File: src/rtl/hazard_ctrl_unit_pkg.sv
// Shared types for the pipeline hazard sequencer: FSM states, register fields,
// and the grouped enable/flush vectors it drives.
package hazard_ctrl_unit_pkg;

  typedef enum logic [1:0] {RUN, DWAIT, LDSTALL, HALTED} hzd_state_t;

  typedef logic [4:0] regbits_t;

  typedef struct packed {
    logic pc;
    logic ifid;
    logic idex;
    logic exmem;
    logic memwb;
  } hzd_en_t;

  typedef struct packed {
    logic ifid;
    logic idex;
    logic exmem;
  } hzd_flush_t;

  // A load in ID/EX feeding either source of the instruction in IF/ID; $zero never hazards.
  function automatic logic load_use(input logic memread, input regbits_t wsel,
                                    input regbits_t rs, input regbits_t rt);
    return memread && (wsel != '0) && ((wsel == rs) || (wsel == rt));
  endfunction

endpackage

File: src/rtl/hazard_ctrl_unit_sat_counter.sv
// Event counter that sticks at all-ones instead of wrapping.
module sat_counter #(
  parameter int CNT_W = 32
) (
  input  logic             CLK,
  input  logic             nRST,
  input  logic             inc,
  output logic [CNT_W-1:0] count
);

  logic [CNT_W-1:0] cnt_q, cnt_d;

  always_comb begin
    cnt_d = cnt_q;
    if (inc && (cnt_q != '1)) cnt_d = cnt_q + CNT_W'(1);
  end

  always_ff @(posedge CLK or negedge nRST) begin
    if (!nRST) cnt_q <= '0;
    else       cnt_q <= cnt_d;
  end

  assign count = cnt_q;

endmodule

File: src/rtl/hazard_ctrl_unit.sv
// Stall/flush sequencer for the 5-stage pipeline: one priority chain decides
// per-register enables, bubble insertion, PC hold and the halt latch.
module hazard_ctrl_unit
  import hazard_ctrl_unit_pkg::*;
#(
  parameter int CNT_W = 32
) (
  input  logic             CLK,
  input  logic             nRST,
  input  logic             ihit,
  input  logic             dhit,
  input  logic             exmem_dren,
  input  logic             exmem_dwen,
  input  logic             idex_memread,
  input  regbits_t         idex_wsel,
  input  regbits_t         ifid_rs,
  input  regbits_t         ifid_rt,
  input  logic             br_taken_mem,
  input  logic             jump_id,
  input  logic             halt_wb,
  output logic             pc_en,
  output logic             ifid_en,
  output logic             idex_en,
  output logic             exmem_en,
  output logic             memwb_en,
  output logic             ifid_flush,
  output logic             idex_flush,
  output logic             exmem_flush,
  output logic             halt,
  output logic [CNT_W-1:0] stall_cnt,
  output logic [CNT_W-1:0] flush_cnt
);

  hzd_state_t state_q, state_d;
  logic       halt_q, halt_d;
  hzd_en_t    en_c;
  hzd_flush_t fl_c;
  logic       dwait, lu;
  logic       stall_inc, flush_inc;

  assign dwait = (exmem_dren | exmem_dwen) & ~dhit;
  assign lu    = load_use(idex_memread, idex_wsel, ifid_rs, ifid_rt);

  always_comb begin
    en_c    = '1;
    fl_c    = '0;
    state_d = RUN;
    halt_d  = halt_q;
    if (state_q == HALTED) begin
      en_c    = '0;
      state_d = HALTED;
    end else if (halt_wb) begin
      en_c    = '0;
      state_d = HALTED;
      halt_d  = 1'b1;
    end else if (dwait) begin
      en_c    = '0;
      state_d = DWAIT;
    end else if (br_taken_mem) begin
      // Squashes everything younger than the branch, including a load-use victim.
      fl_c = '1;
    end else if (lu && (state_q != LDSTALL)) begin
      en_c.pc   = 1'b0;
      en_c.ifid = 1'b0;
      fl_c.idex = 1'b1;
      state_d   = LDSTALL;
    end else if (!ihit) begin
      en_c.pc   = 1'b0;
      fl_c.ifid = 1'b1;
    end else if (jump_id) begin
      fl_c.ifid = 1'b1;
    end
  end

  always_ff @(posedge CLK or negedge nRST) begin
    if (!nRST) begin
      state_q <= RUN;
      halt_q  <= 1'b0;
    end else begin
      state_q <= state_d;
      halt_q  <= halt_d;
    end
  end

  // Held pipeline stays quiet while reset is asserted.
  assign pc_en       = nRST & en_c.pc;
  assign ifid_en     = nRST & en_c.ifid;
  assign idex_en     = nRST & en_c.idex;
  assign exmem_en    = nRST & en_c.exmem;
  assign memwb_en    = nRST & en_c.memwb;
  assign ifid_flush  = nRST & fl_c.ifid;
  assign idex_flush  = nRST & fl_c.idex;
  assign exmem_flush = nRST & fl_c.exmem;
  assign halt        = halt_q;

  assign stall_inc = (state_q != HALTED) & ~en_c.pc;
  assign flush_inc = |fl_c;

  sat_counter #(.CNT_W(CNT_W)) u_stall_cnt (
    .CLK(CLK), .nRST(nRST), .inc(stall_inc), .count(stall_cnt)
  );

  sat_counter #(.CNT_W(CNT_W)) u_flush_cnt (
    .CLK(CLK), .nRST(nRST), .inc(flush_inc), .count(flush_cnt)
  );

endmodule

File: config.mk
export PLATFORM = sky130hd
export DESIGN_NAME = hazard_ctrl_unit
export DESIGN_NICKNAME = d
export VERILOG_FILES = /design/src/rtl/hazard_ctrl_unit_pkg.sv /design/src/rtl/hazard_ctrl_unit_sat_counter.sv /design/src/rtl/hazard_ctrl_unit.sv
export SDC_FILE = /design/constraint.sdc
export NUM_CORES = 1
export LEC_CHECK = 0
export CAP_MARGIN = 10
export CORE_MARGIN = 2
export CORE_UTILIZATION = 44
export DETAILED_ROUTE_END_ITERATION = 8
export GPL_TIMING_DRIVEN = 0
export PLACE_DENSITY = 0.77
export SKIP_LAST_GASP = 1
export SLEW_MARGIN = 10
export SYNTH_ARGS = -nofsm -noshare
export SYNTH_HDL_FRONTEND = slang
export SYNTH_HIERARCHICAL = 1
export SYNTH_SLANG_ARGS = --single-unit
File: constraint.sdc
create_clock -name CLK -period 2.7 [get_ports CLK]
set_input_delay 0.27 -clock CLK [delete_from_list [all_inputs] [get_ports CLK]]
set_output_delay 0.27 -clock CLK [all_outputs]
set_load 0.03 [all_outputs]
==> impl_metrics.toml <==
[detailed_routing]
wl_per_cell_um = 16.41
wl_met3_um = 481
drc = 0
vias = 3236
maxUsedRoutingLayer = "met4"
dr_wl_met2_mm = 4.830
via_per_inst = 5.618
wl_met1_mm = 3.941
drtPass1Iterations = 4
drt_first_iter_violations = 161
antenna_left = 0
routed_wl_mm = 9.455

[synth]
synth_top_area_frac = 0.4586
syn_nets = 378
synthArstFlopShare = 1.000
avgSynthCellArea_um2 = 10.42
synth-seq-cells = 67
syn-instance-count = 351
synth_cell_type_count = 44
synth_most_common_cell = "dfrtp_1"
synth_top_cell_by_area = "dfrtp_1"
synth_common_cells = "dfrtp_1 (67), xnor2_1 (48), nand2_1 (35)"
yosysWarningCount = 6
synth_edf_count = 0
yosysSeqAreaShare = 0.4586
synth.cell_area_mm2 = 0.003656
synthTopCellsByArea = "dfrtp_1 (46%), xnor2_1 (11%), nand4_1 (5.1%)"
synthFlopType = "dfrtp_1"

[die]
num_io_pins = 98
num_rows = 33
dieArea_mm2 = 0.009054
core_mm2 = 0.008134
start_util = 0.4495
fp.dieW_um = 95.16
die_h_um = 95.16

[timing]
min_period_ns = 2.621
timing.final.crit_share = 0.9707
setup_tns_ns = 0
fmax_ghz = 0.3815
whs_ns = 0.3681
max-slew-margin-rel = 0.5781
setup_viol = 0
worst_pin_slew_ns = 0.6270
setup_ws_ns = 0.07907
skew_ns = 0.007103
finalHoldViolations = 0
drv_slew = 0

[critical_path]
critical_path_class = "in2reg"
cp-start-kind = "input pin"
cp.arrival_ns = 2.89
rr_endpoint = "u_flush_cnt/count[25]$_DFFE_PN0P_"
r2r-start = "state_q[0]$_DFF_PN0_"
cp-end-kind = "register"
cp_data_required_time_ns = 2.97
r2r_slack_ns = 0.20
r2r_cells = 8
cp_max_fo = 7
crit_end = "u_stall_cnt/count[29]$_DFFE_PN0P_"
critPathLaunch = "idex_wsel[0]"

[clock_network]
cts_buffers = 9
clk_latency_ns = 0.34
cts_tree = "yes"
cts.sinks = 67
clkTransAtPathRegs_ns = 0.07
root_buffer = "clkbuf_8"
ctsLongestPathBuffers = 2
h-tree-depth = 3

[layout]
multi_input_area_mm2 = 0.001974
area_growth_syn_to_layout_pct = 40.21
layout.cells.non_filler = 576
drive_above_1_share = 0.1423
regArea_mm2 = 0.001677
nets = 494
fill_cells = 679
n_antenna_cell = 0

[power]
powerDensity_mw_per_mm2 = 460.6
total_power_w = 0.002361
leakage_nw = 2.122
vdd_drop_max_mv = 0.5835

[placed_design]
place_inst = 553
place.port_buffers = 96
dp_hpwl_mm = 6.884
gp_congestion = 0.8468
dpl_worst_slack_ns = -0.8401

[hold_path]
hp-class = "in2async"

[global_route]
antenna_found_initial = 0
grtUsageTotal = 0.2224
grt_pass1_wl_mm = 15.67
overflow = 0
grt_pass1_vias = 3165
grt_max_degree = 45

[run]
drv_cap = 0

[run_status]
outcome = "complete, no violations"
flip-flops by register name, indices dropped and copies added, names as in the netlist:
name               cells
u_flush_cnt/count     32
u_stall_cnt/count     32
state_q                2
halt                   1
layer usage:
metal / vias up / track usage
met5: - / 0
met4: 0 / 0.08092
met3: 19 / 0.04032
met2: 125 / 0.3862
met1: 1585 / 0.2762
li1: 1507 / -
final cells by class:
class,instances,area share
multi-input combinational,271,0.3852
tap,105,0.02563
timing repair buffer,105,0.2033
inverter,6,0.004393
buffer,7,0.01050
sequential,67,0.3271
clock buffer,11,0.02953
clock inverter,4,0.01440
per-stage QoR:
stage / instance area [um^2] / utilization
2_1_floorplan: 3664 / -
3_3_place_gp: 4756 / 0.5847
3_5_place_dp: 4773 / 0.5868
4_1_cts: 5040 / 0.6196
5_1_grt: 5126 / 0.6302
6_report: 5126 / 0.6302
worst min-delay path by stage:
stage | start | to | slack [ns] | cells after the start
2_1_floorplan | nRST | halt$_DFFE_PN0P_ | -0.03 | 0
3_3_place_gp | halt$_DFFE_PN0P_ | halt$_DFFE_PN0P_ | 0.44 | 1
3_5_place_dp | nRST | u_flush_cnt/count[8]$_DFFE_PN0P_ | 0.20 | 1
4_1_cts | nRST | u_flush_cnt/count[8]$_DFFE_PN0P_ | 0.37 | 2
5_1_grt | nRST | u_flush_cnt/count[8]$_DFFE_PN0P_ | 0.41 | 2
6_report | nRST | u_flush_cnt/count[8]$_DFFE_PN0P_ | 0.37 | 2
where the power goes:
part	switching (W)	internal, W	leakage (nW)
combinational	0.000176	0.000147	1.09
sequential	0.0000497	0.00104	0.915
clock	0.000381	0.000565	0.115
repair_timing:
item                       CTS  global route
pin swaps                    1             4
buffers inserted             1             6
hold endpoints to repair    23             0
resized for setup            9            11
setup endpoints to repair   44            31
hold buffers                 1             0
gates cloned                 0             0
kinds of logic (layout without fill, tap and decap cells):
logic type | after synthesis | count (layout) | share of synthesized area
compound gates | 27 | 27 | 0.06605
xor+xnor | 68 | 68 | 0.1629
fa+ha+maj | 2 | 2 | 0.006844
buf+inv | 13 | 133 | 0.01950
flops | 67 | 67 | 0.4586
mux | 4 | 4 | 0.01232
simple gates | 170 | 170 | 0.2738
cell usage in the layout (no fill, tap or decap), types with 2 or more instances in the layout:
cell type         n
inv_1             6
o31ai_4           2
clkbuf_8         11
o31a_2            3
nor4_2            3
clkdlybuf4s50_1  90
and4_1            8
dlygate4sd2_1     3
mux2_2            2
nand2_1          35
dlymetal6s2s_1    2
nand3_2           3
xnor2_1          48
nand3b_1          2
mux2_1            2
ha_1              2
nor2b_1           3
o31ai_1           2
a31oi_1           2
nand3_1          29
and3_1            3
o211ai_1          4
buf_6             2
nand4_2           2
nand4_1          30
bufinv_16         2
nor4_4            2
or4_4             5
nand2_2           2
a21oi_1           5
buf_4            10
nor2_1           21
nor3_2            7
nor3_1            6
nor4_1            5
xor2_1           20
dfrtp_1          67
critical path, stage by stage:
cell	delay (ns)
clkdlybuf4s50_1	0.50
xor2_1	0.21
nor3_2	0.20
a22oi_2	0.17
o41ai_4	0.42
and3_4	0.25
nor2b_1	0.17
clkbuf_4	0.22
nand4_1	0.12
nor4_2	0.18
xor2_1	0.17
No activity file was read; power rests on OpenSTA's default activity.
